[src/rtl/decoder_scan_sequencer_pkg.sv]
// Shared types and defaults for the decoder scan sequencer.
package decoder_scan_sequencer_pkg;

  localparam int unsigned AddrWDefault  = 6;
  localparam int unsigned DwellWDefault = 4;
  localparam int unsigned Depth         = 2 ** AddrWDefault;

  typedef enum logic [1:0] {
    StIdle,
    StSelect,
    StGap,
    StDone
  } state_e;

endpackage

[src/rtl/decoder_scan_sequencer_dwell_timer.sv]
// Loadable down-counter that flags when the current select has dwelt long enough.
module decoder_scan_sequencer_dwell_timer #(
  parameter int unsigned Width = 4
) (
  input  logic             clk,
  input  logic             rst_n,
  input  logic             load_i,
  input  logic [Width-1:0] load_val_i,
  output logic             expire_o
);

  logic [Width-1:0] cnt_q, cnt_d;

  // Load with cycles-1 so expire is seen in the final dwell cycle; saturate at zero.
  always_comb begin
    cnt_d = cnt_q;
    if (load_i) begin
      cnt_d = load_val_i - 1'b1;
    end else if (cnt_q != '0) begin
      cnt_d = cnt_q - 1'b1;
    end
  end

  // Counter register with synchronous active-low reset.
  always_ff @(posedge clk) begin
    if (!rst_n) begin
      cnt_q <= '0;
    end else begin
      cnt_q <= cnt_d;
    end
  end

  assign expire_o = (cnt_q == '0);

endmodule

[src/rtl/decoder_scan_sequencer.sv]
// Drives a one-hot decoder's enable/select through a run of consecutive
// addresses, with a per-select dwell and a one-cycle enable-low gap between selects.
module decoder_scan_sequencer
  import decoder_scan_sequencer_pkg::*;
#(
  parameter int unsigned ADDR_W  = AddrWDefault,
  parameter int unsigned DWELL_W = DwellWDefault
) (
  input  logic               clk,
  input  logic               rst_n,
  input  logic               start,
  input  logic [ADDR_W-1:0]  start_addr,
  input  logic [ADDR_W:0]    count,
  input  logic [DWELL_W-1:0] dwell,
  input  logic               abort,
  output logic               sel_en,
  output logic [ADDR_W-1:0]  sel_addr,
  output logic               busy,
  output logic               done
);

  state_e state_q, state_d;

  logic [ADDR_W-1:0]  addr_q, addr_d;
  logic [ADDR_W:0]    remain_q, remain_d;
  logic [DWELL_W-1:0] dwell_q, dwell_d;
  logic               sel_en_q, sel_en_d;
  logic [ADDR_W-1:0]  sel_addr_q, sel_addr_d;
  logic               busy_q, busy_d;
  logic               done_q, done_d;

  logic               tmr_load;
  logic [DWELL_W-1:0] tmr_load_val;
  logic               tmr_expire;
  logic [DWELL_W-1:0] dwell_eff;

  // A dwell of zero behaves as one cycle.
  assign dwell_eff = (dwell == '0) ? DWELL_W'(1) : dwell;

  decoder_scan_sequencer_dwell_timer #(
    .Width (DWELL_W)
  ) u_dwell_timer (
    .clk        (clk),
    .rst_n      (rst_n),
    .load_i     (tmr_load),
    .load_val_i (tmr_load_val),
    .expire_o   (tmr_expire)
  );

  // Next-state, scan bookkeeping and timer reload on every entry to SELECT.
  always_comb begin
    state_d      = state_q;
    addr_d       = addr_q;
    remain_d     = remain_q;
    dwell_d      = dwell_q;
    tmr_load     = 1'b0;
    tmr_load_val = dwell_q;

    unique case (state_q)
      StIdle: begin
        if (start && !abort) begin
          addr_d       = start_addr;
          remain_d     = count;
          dwell_d      = dwell_eff;
          tmr_load_val = dwell_eff;
          if (count == '0) begin
            state_d = StDone;
          end else begin
            state_d  = StSelect;
            tmr_load = 1'b1;
          end
        end
      end
      StSelect: begin
        if (abort) begin
          state_d = StIdle;
        end else if (tmr_expire) begin
          remain_d = remain_q - 1'b1;
          state_d  = (remain_q == (ADDR_W + 1)'(1)) ? StDone : StGap;
        end
      end
      StGap: begin
        if (abort) begin
          state_d = StIdle;
        end else begin
          addr_d   = addr_q + 1'b1;  // natural wrap modulo 2**ADDR_W
          state_d  = StSelect;
          tmr_load = 1'b1;
        end
      end
      StDone: begin
        state_d = StIdle;
      end
      default: begin
        state_d = StIdle;
      end
    endcase
  end

  // Outputs are decoded from the next state so they can be registered.
  always_comb begin
    sel_en_d   = (state_d == StSelect);
    sel_addr_d = (state_d == StSelect) ? addr_d : sel_addr_q;
    busy_d     = (state_d != StIdle);
    done_d     = (state_d == StDone);
  end

  // State, scan registers and registered outputs.
  always_ff @(posedge clk) begin
    if (!rst_n) begin
      state_q    <= StIdle;
      addr_q     <= '0;
      remain_q   <= '0;
      dwell_q    <= '0;
      sel_en_q   <= 1'b0;
      sel_addr_q <= '0;
      busy_q     <= 1'b0;
      done_q     <= 1'b0;
    end else begin
      state_q    <= state_d;
      addr_q     <= addr_d;
      remain_q   <= remain_d;
      dwell_q    <= dwell_d;
      sel_en_q   <= sel_en_d;
      sel_addr_q <= sel_addr_d;
      busy_q     <= busy_d;
      done_q     <= done_d;
    end
  end

  assign sel_en   = sel_en_q;
  assign sel_addr = sel_addr_q;
  assign busy     = busy_q;
  assign done     = done_q;

endmodule

[config.mk]
export PLATFORM = sky130hd
export DESIGN_NAME = decoder_scan_sequencer
export DESIGN_NICKNAME = d
export VERILOG_FILES = /design/src/rtl/decoder_scan_sequencer_pkg.sv /design/src/rtl/decoder_scan_sequencer_dwell_timer.sv /design/src/rtl/decoder_scan_sequencer.sv
export SDC_FILE = /design/constraint.sdc
export NUM_CORES = 1
export LEC_CHECK = 0
export BUFFER_PORTS_ARGS = -buffer_cell sky130_fd_sc_hd__buf_4
export CAP_MARGIN = 10
export CORE_MARGIN = 4
export CORE_UTILIZATION = 31
export CTS_CLUSTER_SIZE = 14
export DETAILED_ROUTE_END_ITERATION = 7
export GPL_ROUTABILITY_DRIVEN = 0
export PLACE_DENSITY = 0.54
export SETUP_SLACK_MARGIN = 0.2
export SYNTH_ARGS = -nofsm -noshare
export SYNTH_HDL_FRONTEND = slang
export SYNTH_HIERARCHICAL = 1
export SYNTH_SLANG_ARGS = --single-unit
[constraint.sdc]
create_clock -name clk -period 6.4 [get_ports clk]
set_clock_uncertainty 0.2 [all_clocks]
set_input_delay 0.64 -clock clk [delete_from_list [all_inputs] [get_ports clk]]
set_output_delay 0.64 -clock clk [all_outputs]
set_load 0.03 [all_outputs]
# Word-level counts from Yosys, hierarchy flattened
# Index checks and enable logic that the tools add are counted.
[word_totals]
ff_bits = 32
latchBits = 0
mem_bits_rw = 0
mem_bits_ro = 0
out_inout_bits = 9
word_cells = 56
n_memories = 0
[op_classes]
addsub = 4
mul = 0
n_div = 0
n_lt_le_gt_ge = 0
eq_ne = 9
shift = 0
muxes = 23
bitwise_logic = 0
n_reduce_logical = 11
[op_table]
columns = ["cell", "n"]
rows = [
  ["$mux 7", 3],
  ["$mux 4", 5],
  ["$pmux 7 s2", 1],
  ["$mux 6", 2],
  ["$pmux 6 s2", 1],
  ["$logic_not 4->1", 2],
  ["$mux 2", 4],
  ["$pmux 2 s4", 1],
  ["$sub 4x1->4 const B", 2],
  ["$eq 7x1->1 const B", 1],
  ["$logic_not 7->1", 1],
  ["$sub 7x1->7 const B", 1],
  ["$add 6x1->6 const B", 1],
  ["$eq 2x2->1 const B", 3],
  ["$ne 2x2->1 const B", 3],
  ["$reduce_bool 2->1", 3],
  ["$mux 1", 5],
  ["$eq 2x1->1 const B", 2],
  ["$reduce_and 4->1", 1],
  ["$reduce_bool 4->1", 1],
  ["$logic_not 2->1", 1],
  ["$pmux 1 s2", 1],
  ["$logic_and 1x1->1", 1],
  ["$logic_not 1->1", 1],
]

# Longest topological paths before layout
[depth]
word_depth = 6
ltp_mapped = 10
ltp_nobuf = 7

# Modules after synthesis
# The synthesis kept the hierarchy.
[modules_own_cells]
columns = ["module", "n_inst", "cells_per_inst", "area_each_um2", "seq_area_each_um2"]
rows = [
  ["decoder_scan_sequencer", 1, 176, 1490.2, 560.5],
  ["decoder_scan_sequencer_dwell_timer", 1, 22, 217.7, 80.1],
]

# Worst setup path before layout
# OpenSTA, ideal clock, no wires.
[synth_path]
path_type = "input to register"
from = "input port abort"
to = "register u_dwell_timer.cnt_q[2]"
arrival_time_ns = 2.203
required_ns = 6.084
setup_slack_ns = 3.881
path_stages = 9
n_path_buf = 2
path_cell_list = "or4b_1 > clkbuf_1 > a21oi_1 > or2_2 > buf_2 > mux2i_1 > ha_1 > xor2_1 > nor2_1"
[synth_via]
word_cells_on_any_way = 10
classes_between = "1 x add/sub; 6 x mux; 3 x reduce/logical"
[synth_lines]
columns = ["element", "line", "rtl"]
rows = [
  ["start, declared", "decoder_scan_sequencer.sv:15", "input logic abort,"],
  ["$logic_not 1->1", "decoder_scan_sequencer.sv:61", "if (start && !abort) begin"],
  ["$logic_and 1x1->1", "decoder_scan_sequencer.sv:61", ""],
  ["$mux 1", "decoder_scan_sequencer.sv:61", ""],
  ["$pmux 1 s2 *", "decoder_scan_sequencer.sv:59", "unique case (state_q)"],
  ["net tmr_load", "decoder_scan_sequencer.sv:32", "logic tmr_load;"],
  ["$mux 4 or $reduce_bool 2->1 (tied branches)", "-", ""],
  ["end signal, assigned", "decoder_scan_sequencer_dwell_timer.sv:29", "cnt_q <= cnt_d;"],
  ["end, declared", "decoder_scan_sequencer_dwell_timer.sv:12", "logic [Width-1:0] cnt_q, cnt_d;"],
]
# The timed path passes the listed nets; every way through them passes the cells marked *.
# A chain may end at the register's enable or synchronous reset.

# Worst setup path after layout
[layout_path]
from = "register state_q[0]"
to = "register u_dwell_timer.cnt_q[2]"
[layout_via]
word_cells_on_any_way = 7
classes_between = "1 x add/sub; 1 x eq/ne; 3 x mux; 2 x reduce/logical"
[layout_lines]
columns = ["element", "line", "rtl"]
rows = [
  ["start, declared", "decoder_scan_sequencer.sv:22", "state_e state_q, state_d;"],
  ["start signal, assigned", "decoder_scan_sequencer.sv:111", "state_q <= StIdle;"],
  ["start signal, assigned", "decoder_scan_sequencer.sv:120", "state_q <= state_d;"],
  ["$eq 2x2->1 or $logic_not 2->1 (tied branches)", "decoder_scan_sequencer.sv:59", ""],
  ["$pmux 1 s2 *", "decoder_scan_sequencer.sv:59", ""],
  ["net tmr_load", "decoder_scan_sequencer.sv:32", ""],
  ["$mux 4 or $reduce_bool 2->1 (tied branches)", "-", ""],
]
# Marked as above.

==> metrics.txt <==
# TYPE chip_impl_metric gauge
chip_impl_metric{name="pwr_density",unit="nW/µm²"} 267
chip_impl_metric{name="start_util",unit=""} 0.326
chip_impl_metric{name="grt_pass1_wl",unit="µm"} 6670
chip_impl_metric{name="post_layout_nonfiller_instances",unit=""} 294
chip_impl_metric{name="drt_wl_total",unit="µm"} 4110
chip_impl_metric{name="synth.distinct_cells",unit=""} 53
chip_impl_metric{name="slowest_delay",unit="ns"} 0.73
chip_impl_metric{name="maximum_number_of_pins_on_one_net_before_global_route_repair",unit=""} 23
chip_impl_info{name="outcome",value="finished, final reports clean"} 1
chip_impl_metric{name="async_reset_ff_frac",unit=""} 0
chip_impl_info{name="reg2reg_from",value="state_q[0]$_SDFF_PN0_"} 1
chip_impl_metric{name="synth-edff-count",unit=""} 0
chip_impl_metric{name="port-buffer-count",unit=""} 29
chip_impl_info{name="setup.worst_path.end_class",value="register"} 1
chip_impl_info{name="worstSetupEndpoint",value="u_dwell_timer/cnt_q[2]$_SDFFE_PN0P_"} 1
chip_impl_metric{name="floorplan.core_area",unit="µm²"} 5240
chip_impl_metric{name="globalRouteOverflowTotal",unit=""} 0
chip_impl_metric{name="setup_violations",unit=""} 0
chip_impl_metric{name="ioPinCount",unit=""} 30
chip_impl_metric{name="yosysTopAreaCellShare",unit=""} 0.375
chip_impl_info{name="ys.flop_type",value="sky130_fd_sc_hd__dfxtp_1"} 1
chip_impl_metric{name="power_leakage",unit="nW"} 0.798
chip_impl_metric{name="fin_area",unit="µm²"} 2040
chip_impl_metric{name="die_area",unit="µm²"} 6760
chip_impl_metric{name="detail_route.wl_per_cell",unit="µm"} 14.0
chip_impl_metric{name="post_drt_via_cell_ratio",unit=""} 5.12
chip_impl_metric{name="drt_drc_violations_left",unit=""} 0
chip_impl_metric{name="internal-power",unit="W"} 0.000373
chip_impl_metric{name="antenna-diode-count",unit=""} 0
chip_impl_metric{name="final_hold_viol_count",unit=""} 0
chip_impl_metric{name="clock_power_share",unit=""} 0.298
chip_impl_metric{name="cts_htree_levels",unit=""} 2
chip_impl_metric{name="ir_drop",unit="V"} 0.000121
chip_impl_metric{name="vias_in_the_first_global_route",unit=""} 1385
chip_impl_metric{name="grt_antenna_before_repair",unit=""} 0
chip_impl_info{name="cts_tree",value="yes"} 1
chip_impl_metric{name="switchingPower",unit="W"} 0.000172
chip_impl_metric{name="r2r_slack",unit="ns"} 3.87
chip_impl_metric{name="number_of_fill_cells",unit=""} 532
chip_impl_info{name="synth_top_area_cell",value="sky130_fd_sc_hd__dfxtp_1"} 1
chip_impl_metric{name="synthCells",unit=""} 198
chip_impl_metric{name="timing.critical_path.fanout_max",unit=""} 18
chip_impl_metric{name="final_core_util",unit=""} 0.389
chip_impl_metric{name="power.share.combinational",unit=""} 0.262
chip_impl_info{name="reg2reg_to",value="u_dwell_timer/cnt_q[2]$_SDFFE_PN0P_"} 1
chip_impl_metric{name="postSynthRegisterBits",unit=""} 32
chip_impl_info{name="synthMostInstantiatedCell",value="sky130_fd_sc_hd__dfxtp_1"} 1
chip_impl_metric{name="post_route_cells_drive_above_1_share",unit=""} 0.214
chip_impl_metric{name="placement.setup.worst_slack",unit="ns"} 3.65
chip_impl_metric{name="placedCellCount",unit=""} 286
chip_impl_metric{name="synth.avg_cell_area",unit="µm²"} 8.63
chip_impl_metric{name="cts-buffers-inserted",unit=""} 5
chip_impl_metric{name="detailed_placement_wirelength_estimate",unit="µm"} 2970
chip_impl_info{name="grt_setup_unrepaired",value="no"} 1
chip_impl_metric{name="timing.max_slew.rel_slack",unit=""} 0.492
chip_impl_metric{name="synth-warning-count",unit=""} 6
chip_impl_metric{name="drt_iter0_drc",unit=""} 62
chip_impl_metric{name="post-route-worst-setup-slack",unit="ns"} 3.87
chip_impl_info{name="clock-root-buffer",value="sky130_fd_sc_hd__clkbuf_8"} 1
chip_impl_metric{name="cts_resized",unit=""} 0
chip_impl_metric{name="fin_nets",unit=""} 248
chip_impl_metric{name="total_nets_after_synthesis",unit=""} 223
chip_impl_metric{name="power.sequential.fraction",unit=""} 0.441
chip_impl_metric{name="fp.dieH",unit="µm"} 82.2
chip_impl_metric{name="min_period",unit="ns"} 2.53
chip_impl_metric{name="synth-seq-area-share",unit=""} 0.375
chip_impl_metric{name="sinks_on_the_clock_net",unit=""} 32
chip_impl_info{name="worst_hold_class",value="register to register"} 1
chip_impl_metric{name="fin_crit_share",unit=""} 0.396
chip_impl_info{name="synth.top_cells.by_count",value="32 x sky130_fd_sc_hd__dfxtp_1, 19 x sky130_fd_sc_hd__nand2_1, 18 x sky130_fd_sc_hd__nor2_1"} 1
chip_impl_metric{name="cts.repair_timing.setup_buffer_count",unit=""} 0
chip_impl_metric{name="clock_path_buffers",unit=""} 2
chip_impl_metric{name="power.switching_fraction",unit=""} 0.315
chip_impl_metric{name="final_max_slew_viol_count",unit=""} 0
chip_impl_info{name="worst_path_max_delay_cell",value="sky130_fd_sc_hd__or4b_1"} 1
chip_impl_info{name="crit_path_start_kind",value="register"} 1
chip_impl_metric{name="final-seq-area",unit="µm²"} 641
chip_impl_info{name="setup.worst_path.start",value="state_q[0]$_SDFF_PN0_"} 1
chip_impl_metric{name="cts_hold_buffers",unit=""} 0
chip_impl_metric{name="grt_usage",unit=""} 0.130
chip_impl_metric{name="num_vias",unit=""} 1505
chip_impl_metric{name="placed_cell_area",unit="µm²"} 1950
chip_impl_metric{name="multi_input_comb_area",unit="µm²"} 973
chip_impl_metric{name="worst-slew-pin-transition",unit="ns"} 0.760
chip_impl_metric{name="first_pass_iters",unit=""} 4
chip_impl_metric{name="worstPathRequired",unit="ns"} 6.38
chip_impl_metric{name="setup_tns",unit="ns"} 0
chip_impl_info{name="min_from",value="dwell_q[0]$_SDFF_PN0_"} 1
chip_impl_metric{name="clk_pin_slew_worst_paths",unit="ns"} 0.07
chip_impl_info{name="timing.critical_path.cells",value="or4b_1 > a21oi_1 > or2_2 > mux2i_1 > ha_1 > xor2_1 > nor2_1"} 1
chip_impl_metric{name="fp.dieW",unit="µm"} 82.2
chip_impl_metric{name="areaGrowthSynthToFinish",unit="%"} 19.4
chip_impl_metric{name="clk-insertion-delay-late",unit="ns"} 0.29
chip_impl_metric{name="timing.fmax",unit="MHz"} 395
chip_impl_info{name="path_class",value="register to register"} 1
chip_impl_metric{name="syn_area",unit="µm²"} 1710
chip_impl_metric{name="drt_antenna_net_count",unit=""} 0
chip_impl_metric{name="cap_viol_max_count",unit=""} 0
chip_impl_metric{name="critical_path_arrival",unit="ns"} 2.52
chip_impl_info{name="synth.area.top_cells",value="sky130_fd_sc_hd__dfxtp_1 38%, sky130_fd_sc_hd__a21oi_1 4.4%, sky130_fd_sc_hd__nand2_1 4.2%, sky130_fd_sc_hd__nor2_1 4.0%, sky130_fd_sc_hd__o21ai_0 3.2%"} 1
chip_impl_metric{name="r2r_cells",unit=""} 7
chip_impl_metric{name="std_cell_rows",unit=""} 26
==> cells in the final DEF (no fill, tap or decap), drive strengths merged, types with 2 or more instances in the layout <==
master,n
a211oi,7
a21o,3
a21oi,15
a221oi,4
a31oi,3
and2,4
buf,29
clkbuf,8
dfxtp,32
ha,4
inv,8
mux2,2
mux2i,5
nand2,19
nand3,3
nand4b,2
nor2,19
nor2b,2
nor3,8
nor3b,3
nor4,3
o21a,2
o21ai,12
o311a,2
o31a,2
or3,2
==> metal layers <==
layer,wire length (µm),vias to the layer above,track usage
met5,0,-,0
met1,1970,696,0.169
met3,207,6,0.0456
met2,1890,27,0.203
met4,40,0,0.0349
li1,-,776,-
==> flip-flops by register name (all words and copies together) (netlist names) <==
name,cells
busy,1
state_q,2
done,1
addr_q,6
u_dwell_timer/cnt_q,4
sel_en,1
sel_addr,6
dwell_q,4
remain_q,7
==> area by class of cell <==
| class | count | area share |
|---|---|---|
| Sequential cell | 32 | 0.314 |
| Multi-Input combinational cell | 147 | 0.477 |
| Tap cell | 70 | 0.0429 |
| Clock buffer | 8 | 0.0442 |
| Timing Repair Buffer | 29 | 0.107 |
| Inverter | 8 | 0.0147 |
==> how the worst min path moves through the flow <==
stage | end | cells past startpoint | slack [ns]
global placement | dwell_q[0]$_SDFF_PN0_ | 2 | 0.26
detailed placement | dwell_q[0]$_SDFF_PN0_ | 2 | 0.26
global route | dwell_q[0]$_SDFF_PN0_ | 2 | 0.30
floorplan | dwell_q[0]$_SDFF_PN0_ | 2 | 0.24
CTS | dwell_q[0]$_SDFF_PN0_ | 2 | 0.27
finish | dwell_q[0]$_SDFF_PN0_ | 2 | 0.26
==> metrics by stage <==
step                hold slack, ns  power, W
CTS                          0.269  0.000549
global placement             0.255  0.000388
global route                 0.298  0.000579
finish                       0.265  0.000545
detailed placement           0.259  0.000387
floorplan                    0.240  0.000348
==> kinds of logic (layout without fill, tap and decap cells) <==
kind of cell,count (synthesis),after routing,share of synthesized area
adders and majority gates,4,4,0.0293
xor gates and xnor gates,1,1,0.00513
muxes,7,7,0.0425
buffers and inverters,19,45,0.0549
and+or+nand+nor,74,74,0.237
AOI/OAI and AO/OA,61,61,0.256
DFF,32,32,0.375
==> worst max-delay path: cells and delay by family (launching register included) <==
family                   cells  cell delay (ns)
adder cells (fa/ha/maj)      1             0.19
multiplexers                 1             0.26
flip-flops                   1             0.51
AND/OR/NAND/NOR              3             1.00
AO/OA/AOI/OAI                1             0.15
XOR/XNOR                     1             0.13
==> power groups by stage <==
stage                     clock network, W  registers, W  logic [W]
after floorplan                          0      0.000247   0.000101
after global placement                   0      0.000244   0.000144
after detailed placement                 0      0.000244   0.000143
after CTS                         0.000166      0.000240   0.000144
after global routing              0.000176      0.000243   0.000160
final                             0.000162      0.000240   0.000143
(Power assumes the default switching activity.)
